File: config.mk
export PLATFORM = sky130hd
export DESIGN_NAME = apb_regfile_slave
export DESIGN_NICKNAME = d
export VERILOG_FILES = /design/src/rtl/apb_regfile_slave_pkg.sv /design/src/rtl/apb_regfile_slave_regbank.sv /design/src/rtl/apb_regfile_slave.sv
export SDC_FILE = /design/constraint.sdc
export NUM_CORES = 1
export LEC_CHECK = 0
export CAP_MARGIN = 20
export CORE_MARGIN = 2
export CORE_UTILIZATION = 50
export DETAILED_ROUTE_END_ITERATION = 12
export GPL_TIMING_DRIVEN = 0
export PLACE_DENSITY_LB_ADDON = 0.2
export SYNTH_ARGS = -nofsm -noshare
export SYNTH_HDL_FRONTEND = slang
export SYNTH_HIERARCHICAL = 1
export SYNTH_SLANG_ARGS = --single-unit
File: constraint.sdc
create_clock -name HCLK -period 10 [get_ports HCLK]
set_input_delay 1.5 -clock HCLK [delete_from_list [all_inputs] [get_ports HCLK]]
set_output_delay 1.5 -clock HCLK [all_outputs]
set_load 0.005 [all_outputs]
File: src/rtl/apb_regfile_slave_pkg.sv
// Shared types and constants for the APB register-file completer.
package apb_slave_pkg;

   typedef enum logic [1:0] {
      IDLE,
      WAIT,
      RESP
   } state_t;

   localparam int IDX_ID       = 0;
   localparam int IDX_XFER_CNT = 1;
   localparam int FIRST_RW_IDX = 2;

   localparam logic [31:0] DEF_ID_VALUE = 32'hA9B0_0001;

endpackage

File: src/rtl/apb_regfile_slave_regbank.sv
// Register bank behind the APB completer: ID, transfer counter and R/W scratch
// registers, with a combinational read port and the access decode error.
module apb_regbank
   import apb_slave_pkg::*;
#(
   parameter int          NUM_REGS = 16,
   parameter logic [31:0] ID_VALUE = DEF_ID_VALUE
) (
   input  logic        clk_i,
   input  logic        rst_n_i,
   input  logic [31:0] addr_i,
   input  logic        write_i,
   input  logic        we_i,
   input  logic        inc_i,
   input  logic [31:0] wdata_i,
   output logic [31:0] rdata_o,
   output logic        err_o
);

   logic [29:0] idx;
   logic [31:0] regs_q [NUM_REGS];
   logic [31:0] xfer_cnt_q;

   assign idx   = addr_i[31:2];
   assign err_o = (addr_i[1:0] != 2'b00)
                  || (idx >= 30'(NUM_REGS))
                  || (write_i && (idx < 30'(FIRST_RW_IDX)));

   always_comb begin
      rdata_o = '0;
      if (!err_o) begin
         if (idx == 30'(IDX_ID)) begin
            rdata_o = ID_VALUE;
         end else if (idx == 30'(IDX_XFER_CNT)) begin
            rdata_o = xfer_cnt_q;
         end else begin
            for (int i = FIRST_RW_IDX; i < NUM_REGS; i++) begin
               if (idx == 30'(i)) rdata_o = regs_q[i];
            end
         end
      end
   end

   // Only scratch entries are ever written; entries 0 and 1 stay at reset value.
   always_ff @(posedge clk_i or negedge rst_n_i) begin
      if (!rst_n_i) begin
         for (int i = 0; i < NUM_REGS; i++) regs_q[i] <= '0;
         xfer_cnt_q <= '0;
      end else begin
         if (we_i && !err_o) begin
            for (int i = FIRST_RW_IDX; i < NUM_REGS; i++) begin
               if (idx == 30'(i)) regs_q[i] <= wdata_i;
            end
         end
         if (inc_i && !err_o) xfer_cnt_q <= xfer_cnt_q + 32'd1;
      end
   end

endmodule

File: src/rtl/apb_regfile_slave.sv
// APB completer with a programmable number of wait states in front of a small
// register bank; all APB outputs are registered.
//
// state | meaning
// IDLE  | waiting for a setup phase (PSEL=1, PENABLE=0)
// WAIT  | access phase, wait counter running down
// RESP  | PREADY high; transfer commits on the following edge
module apb_regfile_slave
   import apb_slave_pkg::*;
#(
   parameter int          NUM_REGS    = 16,
   parameter int          WAIT_CYCLES = 2,
   parameter logic [31:0] ID_VALUE    = DEF_ID_VALUE
) (
   input  logic        HCLK,
   input  logic        HRESETn,
   input  logic        PSEL,
   input  logic        PENABLE,
   input  logic        PWRITE,
   input  logic [31:0] PADDR,
   input  logic [31:0] PWDATA,
   output logic [31:0] PRDATA,
   output logic        PREADY,
   output logic        PSLVERR
);

   state_t      state_q, state_d;
   logic [3:0]  cnt_q, cnt_d;
   logic [31:0] addr_q, wdata_q;
   logic        write_q;
   logic [31:0] prdata_q, prdata_d;
   logic        pready_q, pready_d;
   logic        pslverr_q, pslverr_d;

   logic        setup;
   logic        commit;
   logic [31:0] dec_addr;
   logic        dec_write;
   logic [31:0] rdata;
   logic        dec_err;

   assign setup  = (state_q == IDLE) && PSEL && !PENABLE;
   assign commit = (state_q == RESP) && PSEL;

   // With zero wait states RESP follows the setup edge directly, so decode the live bus there.
   assign dec_addr  = (state_q == IDLE) ? PADDR  : addr_q;
   assign dec_write = (state_q == IDLE) ? PWRITE : write_q;

   apb_regbank #(
      .NUM_REGS (NUM_REGS),
      .ID_VALUE (ID_VALUE)
   ) u_regbank (
      .clk_i   (HCLK),
      .rst_n_i (HRESETn),
      .addr_i  (dec_addr),
      .write_i (dec_write),
      .we_i    (commit && write_q),
      .inc_i   (commit),
      .wdata_i (wdata_q),
      .rdata_o (rdata),
      .err_o   (dec_err)
   );

   always_ff @(posedge HCLK or negedge HRESETn) begin
      if (!HRESETn) state_q <= IDLE;
      else          state_q <= state_d;
   end

   always_comb begin
      state_d = state_q;
      cnt_d   = cnt_q;
      unique case (state_q)
         IDLE: begin
            if (setup) begin
               cnt_d   = 4'(WAIT_CYCLES);
               state_d = (WAIT_CYCLES > 0) ? WAIT : RESP;
            end
         end
         WAIT: begin
            if (!PSEL) begin
               state_d = IDLE;
            end else if (PENABLE) begin
               cnt_d = cnt_q - 4'd1;
               if (cnt_q == 4'd1) state_d = RESP;
            end
         end
         RESP:    state_d = IDLE;
         default: state_d = IDLE;
      endcase
   end

   always_comb begin
      pready_d  = 1'b0;
      pslverr_d = 1'b0;
      prdata_d  = '0;
      if (state_d == RESP) begin
         pready_d  = 1'b1;
         pslverr_d = dec_err;
         prdata_d  = dec_err ? 32'd0 : rdata;
      end
   end

   always_ff @(posedge HCLK or negedge HRESETn) begin
      if (!HRESETn) begin
         cnt_q     <= '0;
         addr_q    <= '0;
         wdata_q   <= '0;
         write_q   <= 1'b0;
         prdata_q  <= '0;
         pready_q  <= 1'b0;
         pslverr_q <= 1'b0;
      end else begin
         cnt_q     <= cnt_d;
         prdata_q  <= prdata_d;
         pready_q  <= pready_d;
         pslverr_q <= pslverr_d;
         if (setup) begin
            addr_q  <= PADDR;
            wdata_q <= PWDATA;
            write_q <= PWRITE;
         end
      end
   end

   assign PRDATA  = prdata_q;
   assign PREADY  = pready_q;
   assign PSLVERR = pslverr_q;

endmodule

* Word level (Yosys, flattened, before mapping)
Cells that the tools add are included.
W data, S select, Z words.
** Cells by class
- $add $sub $neg :: 2
- Multiply operators :: 0
- Div/mod/pow operators :: 0
- Order comparisons :: 2
- Eq/ne operators :: 22
- Shift operators :: 0
- Multiplexer cells :: 31
- Bitwise gates (word level) :: 0
- Reduce and logical (&&, ||, !) cells :: 30
** Operator list (count)
- $mux W32 :: 19
- $eq A30 B4 Y1 const B :: 8
- $eq A30 B3 Y1 const B :: 4
- $eq A30 B2 Y1 const B :: 2
- $add A32 B1 Y32 const B :: 1
- $eq A30 B1 Y1 const B :: 1
- $ge A30 B5 Y1 const B :: 1
- $logic_not A30 Y1 :: 1
- $lt A30 B2 Y1 const B :: 1
- $reduce_and A2 Y1 :: 14
- $mux W4 :: 3
- $mux W2 :: 4
- $pmux W4 S2 :: 1
- $logic_and A1 B1 Y1 :: 7
- $ne A2 B2 Y1 const B :: 3
- $eq A2 B2 Y1 const B :: 2
- $eq A4 B1 Y1 const B :: 1
- $pmux W2 S2 :: 1
- $reduce_and A4 Y1 :: 1
- $reduce_bool A2 Y1 :: 2
- $sub A4 B1 Y4 const B :: 1
- $mux W1 :: 3
- $eq A2 B1 Y1 const B :: 1
- $logic_not A1 Y1 :: 2
- 2 further kinds :: 3
** Word-level totals
- Register bits after elaboration :: 585
- Latch bits :: 0
- RAM bits :: 0
- ROM bits :: 0
- Bits of input ports :: 69
- Output and inout bits :: 34
- Logic and storage cells :: 110
- Memories kept :: 0

* Logic depth before layout (Yosys ltp)
Gate-level depths: netlist of the first run.
- Word-level depth :: 21
- Mapped depth :: 16
- Depth with buffers taken out :: 11

* Hierarchy
Netlist of the first run, hierarchy kept.
** By module, submodules not included
- apb_regbank :: times used 1, cells an instance 1790, area an instance 22382.7 um2, seq. area each 12011.5 um2
- apb_regfile_slave :: times used 1, cells an instance 418, area an instance 4271.6 um2, seq. area each 2627.5 um2

* Worst setup path before layout of the first run
OpenSTA, ideal clock, no wires.
- Path type :: input-to-reg
- Start :: in PADDR[24]
- End :: reg u_regbank/regs_q[100] in the netlist's numbering
- Library setup time :: 125 ps
- Data arrival time :: 3644 ps
- Data required time :: 9875 ps
- Slack :: 6232 ps
- Cell stages on the path :: 8
- Path buffers :: 1
- Path through :: mux2_2 nor4_2 nand3_1 nor3_4 nand2_1 nor2_2 buf_4 mux2_2
** Between the ends
- Longest elaborated chain between the ends :: 7
- Elaborated cells between the ends (all ways) :: 10
- Those cells by class :: 2 x order compare; 1 x eq/ne; 1 x mux; 6 x reduce/logical
** RTL lines
- from (decl) :: line apb_regfile_slave.sv:20 : input logic [31:0] PADDR,
- $mux W32 * :: line apb_regfile_slave.sv:46 : assign dec_addr = (state_q == IDLE) ? PADDR : addr_q;
- $ge A30 B5 Y1 or $lt A30 B2 Y1 (tied branches) :: line apb_regfile_slave_regbank.sv:26, apb_regfile_slave_regbank.sv:27
- $logic_or A1 B1 Y1 or $logic_and A1 B1 Y1 (tied branches) :: line apb_regfile_slave_regbank.sv:26, apb_regfile_slave_regbank.sv:27
- $logic_or A1 B1 Y1 :: line apb_regfile_slave_regbank.sv:27 : || (write_i && (idx < 30'(FIRST_RW_IDX)));
- $logic_not A1 Y1
- $logic_and A1 B1 Y1 :: line apb_regfile_slave_regbank.sv:50 : if (we_i && !err_o) begin
- $reduce_and A2 Y1 (no line) *
- to (signal, indexed assignment) :: line apb_regfile_slave_regbank.sv:52 : if (idx == 30'(i)) regs_q[i] <= wdata_i;
- to (decl) :: line apb_regfile_slave_regbank.sv:21 : logic [31:0] regs_q [NUM_REGS];
Mark *: on every way between the ends. The rest lies on a longest branch, timed or not.
A chain may end at the register's enable or synchronous reset.

* Worst setup path in the final report of the first run
- Start :: reg state_q[0]
- End :: reg prdata_q[31], in the netlist PRDATA[31]
** Between the ends
- Longest elaborated chain between the ends :: 21
- Elaborated cells between the ends (all ways) :: 52
- Those cells by class :: 2 x order compare; 17 x eq/ne; 25 x mux; 8 x reduce/logical
** RTL lines
- from (decl) :: line apb_regfile_slave.sv:27 : state_t state_q, state_d;
- from (signal assigned) :: line apb_regfile_slave.sv:66 : else state_q <= state_d;
- $logic_not A2 Y1 * :: line apb_regfile_slave.sv:46
- $mux W32 * :: line apb_regfile_slave.sv:46
- net dec_addr[2] :: line apb_regfile_slave.sv:37 : logic [31:0] dec_addr;
- $eq A30 B2 Y1 :: line apb_regfile_slave_regbank.sv:38 : if (idx == 30'(i)) rdata_o = regs_q[i];
- $mux W32 (14 in series) :: line apb_regfile_slave_regbank.sv:38
- $mux W32 :: line apb_regfile_slave_regbank.sv:34 : end else if (idx == 30'(IDX_XFER_CNT)) begin
- $mux W32 * :: line apb_regfile_slave_regbank.sv:32 : if (idx == 30'(IDX_ID)) begin
- net rdata[31] :: line apb_regfile_slave.sv:39 : logic [31:0] rdata;
- $mux W32 * :: line apb_regfile_slave.sv:99 : prdata_d = dec_err ? 32'd0 : rdata;
- $mux W32 * :: line apb_regfile_slave.sv:96 : if (state_d == RESP) begin
- net prdata_d[31] :: line apb_regfile_slave.sv:31 : logic [31:0] prdata_q, prdata_d;
- to (signal assigned) :: line apb_regfile_slave.sv:114 : prdata_q <= prdata_d;
- to (decl) :: line apb_regfile_slave.sv:31
Mark *: on every way through the listed nets, which the timed path passes. The rest lies on a longest branch.

==> key figures, run 1 <==
Detailed routing
  – Routed WL: approximately 84000 um
  – ANT nets after route: 0
  – DRC: 0
  – DR vias/cell: roughly 6.3
  – Iter 0 DRT Violations: 1903
  – WL/cell: between 20 and 30 um
  – Top Layer Used: met4
  – DR WL met2: 38100 um
  – Metal3 WL: approximately 6700 um
  – Metal-1 WL: around 36000 um
  – Via count: ~20000
  – DRT Pass-1 Iters: 8

Power and ir drop
  – Power per Cell Area: 178 nW/um^2
  – P_leak: about 15 nW
  – Worst vdd ir: 154 uV

Clocking
  – Skew-Pair Late Insertion Delay: 660 ps
  – Post CTS Setup Buffer Count: 0
  – Post-cts sizing count: 0
  – H-tree Lvls: 2
  – Hold Buf Count CTS: 0
  – Clk buf depth: 3
  – Root Buffer: clkbuf_16
  – Clock sink count: roughly 600
  – CTS tree: done
  – CTS buffer count: 61
  – Reg clk slew, reported paths: ~60 ps

Setup path
  – Reg-to-reg critical path startpoint: state_q[0]
  – Worst EP arrival: around 6000 ps
  – CP required: roughly 11000 ps
  – Reg2Reg Depth: 13
  – Max Fanout on Critical Path: 10
  – Setup CP Type: reg2reg
  – Nature of the critical path endpoint: register
  – Reg2reg end: PRDATA[31]
  – Worst R2R Setup Slack: 4450 ps
  – Startpoint types: register

Min path
  – Hold path start: addr_q[2]
  – Worst Hold Path EP: addr_q[2]
  – Worst Hold Class: reg2reg
  – Hold Path Cell Cnt: 2

Global route
  – First-pass GRT wire length: about 130000 um
  – Initial antenna violation count: 1
  – Vias in the first global route: just under 20000
  – Largest net degree at the start of global routing: 121
  – Gr usage total: 0.302
  – Grt total ovfl: 0

STA
  – RSZ-0062 raised after global routing: false
  – Final setup violation count: 0
  – Rel. slew slack: 0.206
  – Worst-Margin Slew: about 1200 ps
  – Total negative slack: 0 ps
  – Hold Slack: ~470 ps
  – Skew final: around 40 ps
  – Max Fclk: around 0.18 GHz
  – Worst setup slack after layout: around 4500 ps
  – Max-slew violations: 0
  – Final Hold Viols: 0
  – Min cycle time layout: 5550 ps
  – Final period util: 0.555

Logic synthesis
  – Leading area contributor after synthesis: dfrtp_1
  – Syn nets: 2280
  – Ys flop type: dfrtp_1
  – Fraction of registers with async set/reset: 1.00
  – Cells after Synth: 2208
  – Seq/Total Area, Yosys: 0.549
  – Syn. warnings: 6
  – Post-Syn Area: between 20000 and 30000 sq um
  – Number of synthesized flops with an enable pin: 0
  – FF+latch count, synth: slightly below 600
  – Avg Cell Area, Syn: about 12 sq um
  – Yosys top cell area share: 0.549
  – Largest cells by area after synthesis: dfrtp_1 55%, mux2_2 13%, mux2_1 7.1%
  – Post-synth cell types: 79

Finish
  – Nets@finish: 2452
  – Fillers: between 4000 and 5000
  – Layout cell share with drive strength beyond 1: 0.221
  – Finished Layout Cells: between 3000 and 4000
  – Diodes inserted: 0
  – Syn-to-layout area delta: 15.4%
  – Post-route cell area: 30800 sq um

Place
  – Area after DPL: about 29000 sq um
  – Port Buffers: approximately 100
  – Placer congestion estimate: 0.914
  – Hpwl dp: between 50000 and 60000 um
  – Dpl cells: approximately 3000
  – Placement Setup Slack: approximately 4000 ps

Die
  – Die Ht: around 230 um
  – Die area: approximately 55000 sq um
  – Core ar.: between 50000 and 60000 sq um
  – Die width: about 230 um
  – Starting Density: 0.506
  – Ports: between 100 and 150
  – Row count: 84

Run status
  – Status: complete, no violations

Job
  – Max-capacitance violation count: 0
critical path, cell delays in order, from the launching register on:
cell       delay, ps
dfrtp_1          360
buf_2            160
nor2_1           480
buf_2            380
mux2_2           330
buf_2            270
buf_2            320
buf_1            840
buf_1            840
mux2i_1          290
nor2_1            60
a2111oi_0        710
a21oi_1          170
and2_1           190
registers in the layout, summed over array words and instances (netlist names):
register              cells
addr_q                   32
wdata_q                  32
PREADY                    1
u_regbank/xfer_cnt_q     32
state_q                   2
cnt_q                     4
write_q                   1
PRDATA                   32
PSLVERR                   1
u_regbank/regs_q        448
area by class of cell:
class / instances / area (sq um) / share of cell area
well taps: 688 / 861 / 0.0280
flip-flops and latches: 585 / 14600 / 0.476
clock inverters: 19 / 251 / 0.00818
plain buffers: 169 / 793 / 0.0258
inverters: 17 / 63.8 / 0.00207
multi-input cells: 1437 / 11200 / 0.364
repair buffers: 109 / 1180 / 0.0383
clock buffers: 93 / 1790 / 0.0581
how the worst max path moves through the flow:
stage	from	to	slack, ps	depth (start not counted)
global placement	HRESETn	u_regbank/regs_q[333]	-18010	1
detailed placement	PADDR[2]	PRDATA[31]	4120	11
global route	state_q[0]	PRDATA[31]	4300	13
CTS	state_q[0]	PRDATA[31]	4680	13
floorplan	PADDR[24]	u_regbank/regs_q[100]	6230	8
finish	state_q[0]	PRDATA[31]	4450	13
cell families after synthesis:
family | synth area share
flops | 0.549
simple gates | 0.0970
mux | 0.213
compound gates | 0.0974
buf+inv | 0.0322
xor+xnor | 0.0102
fa+ha+maj | 0.00141
cell usage in the layout, fill, tap and decap left out, types with 7 or more instances in the layout:
| cell | n |
|---|---|
| nor2b_1 | 12 |
| nor3_1 | 21 |
| a31oi_1 | 14 |
| o211ai_1 | 12 |
| mux2i_1 | 23 |
| o21ai_0 | 55 |
| a22o_1 | 24 |
| a221oi_1 | 30 |
| a21oi_1 | 63 |
| a311oi_1 | 8 |
| clkbuf_1 | 97 |
| clkbuf_8 | 12 |
| nand2_1 | 276 |
| inv_1 | 15 |
| nor2_1 | 71 |
| o22ai_1 | 27 |
| a221o_1 | 9 |
| buf_1 | 7 |
| nor2_2 | 8 |
| a222oi_1 | 11 |
| o221ai_1 | 18 |
| clkbuf_16 | 62 |
| buf_4 | 16 |
| mux2_1 | 167 |
| nand4_1 | 9 |
| dfrtp_1 | 585 |
| a22oi_1 | 36 |
| a211oi_1 | 13 |
| and3_1 | 13 |
| clkinv_2 | 11 |
| nand3_1 | 36 |
| buf_2 | 67 |
| clkdlybuf4s50_1 | 101 |
| xnor2_1 | 26 |
| nand2b_1 | 7 |
| and2_1 | 36 |
| mux2_2 | 314 |
| nor4_2 | 8 |
per-stage QoR:
step / power (mW) / utilization
floorplan: 2.84 / -
global placement: 3.16 / 0.542
detailed placement: 3.18 / 0.545
CTS: 5.49 / 0.584
global route: 5.65 / 0.584
finish: 5.48 / 0.584
cell usage after synthesis (9+ instances only):
master    number
dfrtp_1      585
mux2_2       314
nand2_1      276
mux2_1       167
clkbuf_1      78
nor2_1        71
buf_2         67
a21oi_1       63
o21ai_0       55
a22oi_1       36
and2_1        36
nand3_1       36
a221oi_1      30
o22ai_1       27
xnor2_1       26
a22o_1        24
mux2i_1       23
nor3_1        21
o221ai_1      18
inv_1         15
a31oi_1       14
buf_4         14
a211oi_1      13
and3_1        13
nor2b_1       12
o211ai_1      12
a222oi_1      11
a221o_1        9
nand4_1        9
metal layers:
metal | GRT usage | vias up
met5 | 0 | -
met4 | 0.137 | 0
met3 | 0.0533 | 211
met2 | 0.462 | 935
met1 | 0.421 | 10100
li1 | - | 8324
report_power, final:
group | leakage [nW] | switching (mW) | internal [mW] | total [mW]
clock network | 1.00 | 0.961 | 1.36 | 2.32
logic | 5.78 | 0.470 | 0.173 | 0.644
registers | 8.02 | 0.0887 | 2.43 | 2.52
total | 14.8 | 1.52 | 3.96 | 5.48
Power figures use the tool's default switching activity.
==> inputs of run 2 (changes only) <==
==> constraint.sdc (replaced) <==
create_clock -name HCLK -period 5.7 [get_ports HCLK]
set_input_delay 0.855 -clock HCLK [delete_from_list [all_inputs] [get_ports HCLK]]
set_output_delay 0.855 -clock HCLK [all_outputs]
set_load 0.005 [all_outputs]
==> results of run 2 <==
Same layout as run 1 (identical final DEF). Status: complete, no violations.
Main changes from that run: setup slack after placement 4120 ps -> 416 ps; setup slack after layout 4450 ps -> 151 ps; hold slack 473 ps -> 224 ps; register-to-register setup slack 4450 ps -> 150 ps; total power 5.48 mW -> 9.61 mW; worst IR drop on VDD 154 uV -> 271 uV
